===== config.mk =====
export PLATFORM = sky130hd
export DESIGN_NAME = utype_seq_ctrl_flat
export DESIGN_NICKNAME = d
export VERILOG_FILES = /design/src/rtl/utype_seq_ctrl_if.sv /design/src/rtl/utype_seq_ctrl.sv /design/src/flat_wrapper.sv
export SDC_FILE = /design/constraint.sdc
export NUM_CORES = 1
export LEC_CHECK = 0
export CAP_MARGIN = 20
export CORE_MARGIN = 3
export CORE_UTILIZATION = 55
export DETAILED_ROUTE_END_ITERATION = 8
export GPL_TIMING_DRIVEN = 0
export PLACE_DENSITY = 0.88
export SETUP_SLACK_MARGIN = 0.3
export SLEW_MARGIN = 25
export SYNTH_ARGS = -nofsm -noshare
export SYNTH_HDL_FRONTEND = slang
export SYNTH_SLANG_ARGS = --single-unit

===== constraint.sdc =====
create_clock -name clk -period 11.4 [get_ports clk]
set_input_delay 2.85 -clock clk [delete_from_list [all_inputs] [get_ports clk]]
set_output_delay 2.85 -clock clk [all_outputs]
set_load 0.005 [all_outputs]

===== src/rtl/utype_seq_ctrl_if.sv =====
// Instruction-fetch and register-file writeback bus of the U-type sequencer.
// The master is the sequencer; the slave is the memory/register-file side.
interface utype_seq_ctrl_if;
  logic        imem_req;
  logic [31:0] imem_addr;
  logic        imem_ack;
  logic [31:0] imem_rdata;
  logic        rf_we;
  logic [4:0]  rf_waddr;
  logic [31:0] rf_wdata;

  modport master (
    output imem_req, imem_addr, rf_we, rf_waddr, rf_wdata,
    input  imem_ack, imem_rdata
  );
  modport slave (
    input  imem_req, imem_addr, rf_we, rf_waddr, rf_wdata,
    output imem_ack, imem_rdata
  );
endinterface


===== src/rtl/utype_seq_ctrl.sv =====
// Multi-cycle sequencer executing LUI/AUIPC: FETCH -> DECODE -> EXEC -> WB.
// Any other opcode raises a sticky illegal flag and returns to IDLE.
module utype_seq_ctrl #(
  parameter logic [31:0] RESET_PC = 32'h0000_0000
) (
  input  logic               clk,
  input  logic               rst,
  input  logic               start,
  input  logic               halt,
  utype_seq_ctrl_if.master   bus,
  output logic [31:0]        pc,
  output logic               busy,
  output logic               illegal
);
  localparam logic [6:0] OP_LUI   = 7'b0110111;
  localparam logic [6:0] OP_AUIPC = 7'b0010111;

  typedef enum logic [2:0] {IDLE, FETCH, DECODE, EXEC, WB} state_t;

  state_t      state, state_nx;
  logic [31:0] inst;
  logic [19:0] imm;
  logic [4:0]  rd;
  logic [6:0]  opc;
  logic [31:0] result;
  logic        legal;

  assign legal = (opc == OP_LUI) || (opc == OP_AUIPC);

  always_ff @(posedge clk or posedge rst) begin
    if (rst) state <= IDLE;
    else     state <= state_nx;
  end

  always_comb begin
    state_nx = state;
    case (state)
      IDLE:    if (start)        state_nx = FETCH;
      FETCH:   if (bus.imem_ack) state_nx = DECODE;
      DECODE:  state_nx = EXEC;
      EXEC:    state_nx = legal ? WB : IDLE;
      WB:      state_nx = halt ? IDLE : FETCH;
      default: state_nx = IDLE;
    endcase
  end

  always_ff @(posedge clk or posedge rst) begin
    if (rst) begin
      pc      <= RESET_PC;
      inst    <= '0;
      imm     <= '0;
      rd      <= '0;
      opc     <= '0;
      result  <= '0;
      illegal <= 1'b0;
    end else begin
      case (state)
        IDLE:   if (start) illegal <= 1'b0;
        FETCH:  if (bus.imem_ack) inst <= bus.imem_rdata;
        DECODE: begin
          imm <= inst[31:12];
          rd  <= inst[11:7];
          opc <= inst[6:0];
        end
        EXEC: begin
          case (opc)
            OP_LUI:   result <= {imm, 12'h000};
            OP_AUIPC: result <= pc + {imm, 12'h000};
            default:  illegal <= 1'b1;
          endcase
        end
        WB:      pc <= pc + 32'd4;
        default: ;
      endcase
    end
  end

  // Outputs decode straight from state so reset drops req/we without waiting for a clock.
  assign busy          = (state != IDLE);
  assign bus.imem_req  = (state == FETCH);
  assign bus.imem_addr = pc;
  assign bus.rf_we     = (state == WB) && (rd != 5'd0);
  assign bus.rf_waddr  = rd;
  assign bus.rf_wdata  = result;
endmodule


===== src/flat_wrapper.sv =====
// flat-port wrapper written by rule: the top's interface ports become plain ports
module utype_seq_ctrl_flat 
#(
  parameter logic [31:0] RESET_PC = 32'h0000_0000
)
  (clk, rst, start, halt, pc, busy, illegal, bus_imem_req, bus_imem_addr, bus_rf_we, bus_rf_waddr, bus_rf_wdata, bus_imem_ack, bus_imem_rdata);
  utype_seq_ctrl_if bus_i ();
  input  logic clk;
  input  logic rst;
  input  logic start;
  input  logic halt;
  output logic [31:0] pc;
  output logic busy;
  output logic illegal;
  output wire logic [$bits(bus_i.imem_req)-1:0] bus_imem_req;
  output wire logic [$bits(bus_i.imem_addr)-1:0] bus_imem_addr;
  output wire logic [$bits(bus_i.rf_we)-1:0] bus_rf_we;
  output wire logic [$bits(bus_i.rf_waddr)-1:0] bus_rf_waddr;
  output wire logic [$bits(bus_i.rf_wdata)-1:0] bus_rf_wdata;
  input wire logic [$bits(bus_i.imem_ack)-1:0] bus_imem_ack;
  input wire logic [$bits(bus_i.imem_rdata)-1:0] bus_imem_rdata;
  assign bus_imem_req = bus_i.imem_req;
  assign bus_imem_addr = bus_i.imem_addr;
  assign bus_rf_we = bus_i.rf_we;
  assign bus_rf_waddr = bus_i.rf_waddr;
  assign bus_rf_wdata = bus_i.rf_wdata;
  assign bus_i.imem_ack = bus_imem_ack;
  assign bus_i.imem_rdata = bus_imem_rdata;
  utype_seq_ctrl #(.RESET_PC(RESET_PC)) u_core (.clk(clk), .rst(rst), .start(start), .halt(halt), .bus(bus_i), .pc(pc), .busy(busy), .illegal(illegal));
endmodule

==> qor.txt <==
Setup CP Type - reg -> out
Slew Limit Fails - 0
status - completed
Routed WL - 16.59 mm
mean post-synth cell area - 10.88 sq um
most common cell in the netlist - dfrtp_1
Die Ht - 114.6 microns
worst vdd ir - 0.0001678 V
Final setup viols - 0
Gate Count Post-Synth - 596
chip width - 114.6 microns
number of global-route vias before repair - 5,302
WL per Instance - 18.20 microns
post-route cell area - 0.008680 sq mm
Mapped Area - 0.006485 sq mm
Power Density - 204.7 mW/mm^2
root buf cell - clkbuf_16
Max H-tree Level - 4
worst hold slack - 473.9 ps
FF-to-FF End - u_core.bus.rf_wdata[20]$_DFFE_PP0P_
gpl congestion - 0.8644
DP Worst Slack - 6324 ps
max-cap viol count - 0
fin nets - 814
Internal - 0.001218 W
DP Area - 0.008069 sq mm
# clock sinks - 128
DR vias/cell - 5.682
layout cells sized above 1 - 18.47%
reg2reg start - u_core.opc[6]$_DFFE_PP0P_
Ports - 142
Synth top cells by count - 128 x dfrtp_1, 65 x mux2_2, 65 x nand2_1
GRT Total Usage - 26.43%
antenna violations before repair - 0
Hold Crit Class - reg -> reg
post-CTS sizing - 0
main area contributors after synthesis - dfrtp_1 49%, mux2_2 11%, buf_4 4.3%
Synth cell types - 56
Setup Fix Bufs, Post-CTS - 0
cts hold-fix bufs - 0
share of Yosys cell area claimed by the top area cell type - 49.39%
DR pass1 iterations - 6
most used flip-flop cell after synthesis - dfrtp_1
reg2reg path depth - 8
Starting DRT DRC Count - 340
CP arrival - 2000 ps
Longest Clk Path Bufs - 2
fmax - 0.2060 GHz
R2R Setup Slk - 8520 ps
Yosys warning count - 0
post-synthesis register bit count - 128
min cycle time layout - 4855 ps
Port Buf Inserts - 135
number of core rows - 39
DP HPWL - 12.11 mm
setup ws final - 6545 ps
grt total ovfl - 0
switching power - 0.0005591 W
Logic pwr share - 29.2%
area grow syn2layout - 33.84%
CTS buffer count - 17
Clock Latency Late Sink - 420 ps
Overall Power - 0.001777 W
CP Launch Type - flop
Worst slew margin - 28.83%
CP Max Fanout - 8
CP startpoint - u_core.state[1]$_DFFE_PP0P_
via count - 5,182
Clock Skews - 5.276 ps
Fin. Hold Viols - 0
worst slew pin tran - 1054 ps
Req. time, crit path - 8550 ps
drt drc - 0
Post-DRT Antenna Nets - 0
Worst setup EP type - primary output
period utilization - 42.59%
initial core utilization - 56.55%
clock network fraction of design power - 31.5%
clock transition at the registers of the reported paths - 60 ps
area leader, netlist - dfrtp_1
RSZ-0062 raised after global routing - no
largest net degree at the start of global routing - 78
core area - 0.01147 sq mm
async set or reset register ratio after synthesis - 100.0%
EDFF count, synth - 0
Leak Pwr - 3.849 nW
setup_tns - 0 ps
post-synthesis sequential area ratio - 49.39%
CTS tree - yes
worst setup path end - bus_rf_we
first-pass GRT wire length - 27.01 mm
die area - 0.01313 sq mm
antenna cells - 0
switching share of power - 31.46%
Reg power frac - 39.4%
==> layer usage <==
| layer | vias to the layer above | GRT usage, % | wire length [microns] | share of wire (%) |
|---|---|---|---|---|
| met5 | - | 0 | 0 | 0 |
| met4 | 0 | 9.739 | 333 | 2.0 |
| met3 | 33 | 5.814 | 1136 | 6.8 |
| met2 | 240 | 42.84 | 8254 | 50 |
| met1 | 2533 | 34.97 | 6871 | 41 |
| li1 | 2376 | - | - | - |
==> cells in the final DEF, fill, tap and decap left out, types with 17 or more instances in the layout <==
master / synthesis / final
xnor2_1: 30 / 30
clkdlybuf4s50_1: 0 / 135
nor2_1: 23 / 23
o21ai_0: 29 / 29
a21oi_1: 34 / 34
mux2_2: 65 / 65
ha_1: 20 / 20
clkbuf_16: 0 / 17
dfrtp_1: 128 / 128
buf_4: 37 / 37
clkbuf_1: 23 / 23
nand2_1: 65 / 65
==> power by group through the flow <==
stage	combinational [W]	sequential, W	clock, W
after global placement	0.000483	0.000691	0
final	0.000519	0.000699	0.000559
after floorplan	0.000354	0.000662	0
after detailed placement	0.000508	0.000703	0
after global routing	0.000569	0.000713	0.000588
after CTS	0.000518	0.000697	0.000564
==> critical path, cell delays in order (launching register included) <==
cell,delay (ps)
dfrtp_1,370
buf_4,170
nor3b_4,350
o21a_1,190
clkdlybuf4s50_1,510
==> flip-flops by register name, summed over array words and instances (netlist names) <==
signal / cells
u_core.illegal: 1
u_core.bus.imem_addr: 30
u_core.state: 3
u_core.imm: 20
u_core.opc: 7
u_core.bus.rf_waddr: 5
u_core.bus.rf_wdata: 30
u_core.inst: 32
==> how the worst min path moves through the flow <==
stage,startpoint,endpoint,depth (start not counted)
floorplan,u_core.inst[13]$_DFFE_PP0P_,u_core.imm[1]$_DFFE_PP0P_,2
finish,u_core.bus.rf_wdata[6]$_DFFE_PP0P_,u_core.bus.rf_wdata[6]$_DFFE_PP0P_,2
detailed placement,u_core.bus.rf_wdata[4]$_DFFE_PP0P_,u_core.bus.rf_wdata[4]$_DFFE_PP0P_,2
CTS,u_core.bus.rf_wdata[6]$_DFFE_PP0P_,u_core.bus.rf_wdata[6]$_DFFE_PP0P_,2
global placement,u_core.bus.rf_wdata[11]$_DFFE_PP0P_,u_core.bus.rf_wdata[11]$_DFFE_PP0P_,2
global route,u_core.bus.rf_wdata[2]$_DFFE_PP0P_,u_core.bus.rf_wdata[2]$_DFFE_PP0P_,2
==> through the flow <==
step,util [%],std cells
2_1_floorplan,-,601
3_3_place_gp,70.06,879
3_5_place_dp,70.37,880
4_1_cts,75.69,912
5_1_grt,75.69,912
6_report,75.69,912
==> area by class of cell <==
type                    count  area (sq um)
repair buffers            136          1379
clock inverters            15         185.2
inverters                  11         48.80
plain buffers              63         390.4
clock buffers              17         425.4
multi-input cells         399          2869
fillers                   779          2788
well taps                 143         178.9
flip-flops and latches    128          3203
==> cell families after synthesis <==
group	after synthesis	synth area share, %
fa+ha+maj	21	4.167
buf+inv	74	6.656
xor+xnor	44	5.943
flops	128	49.39
compound gates	103	9.782
other cells	1	0.05783
mux	69	11.90
simple gates	156	12.10
Power figures use the tool's default switching activity.
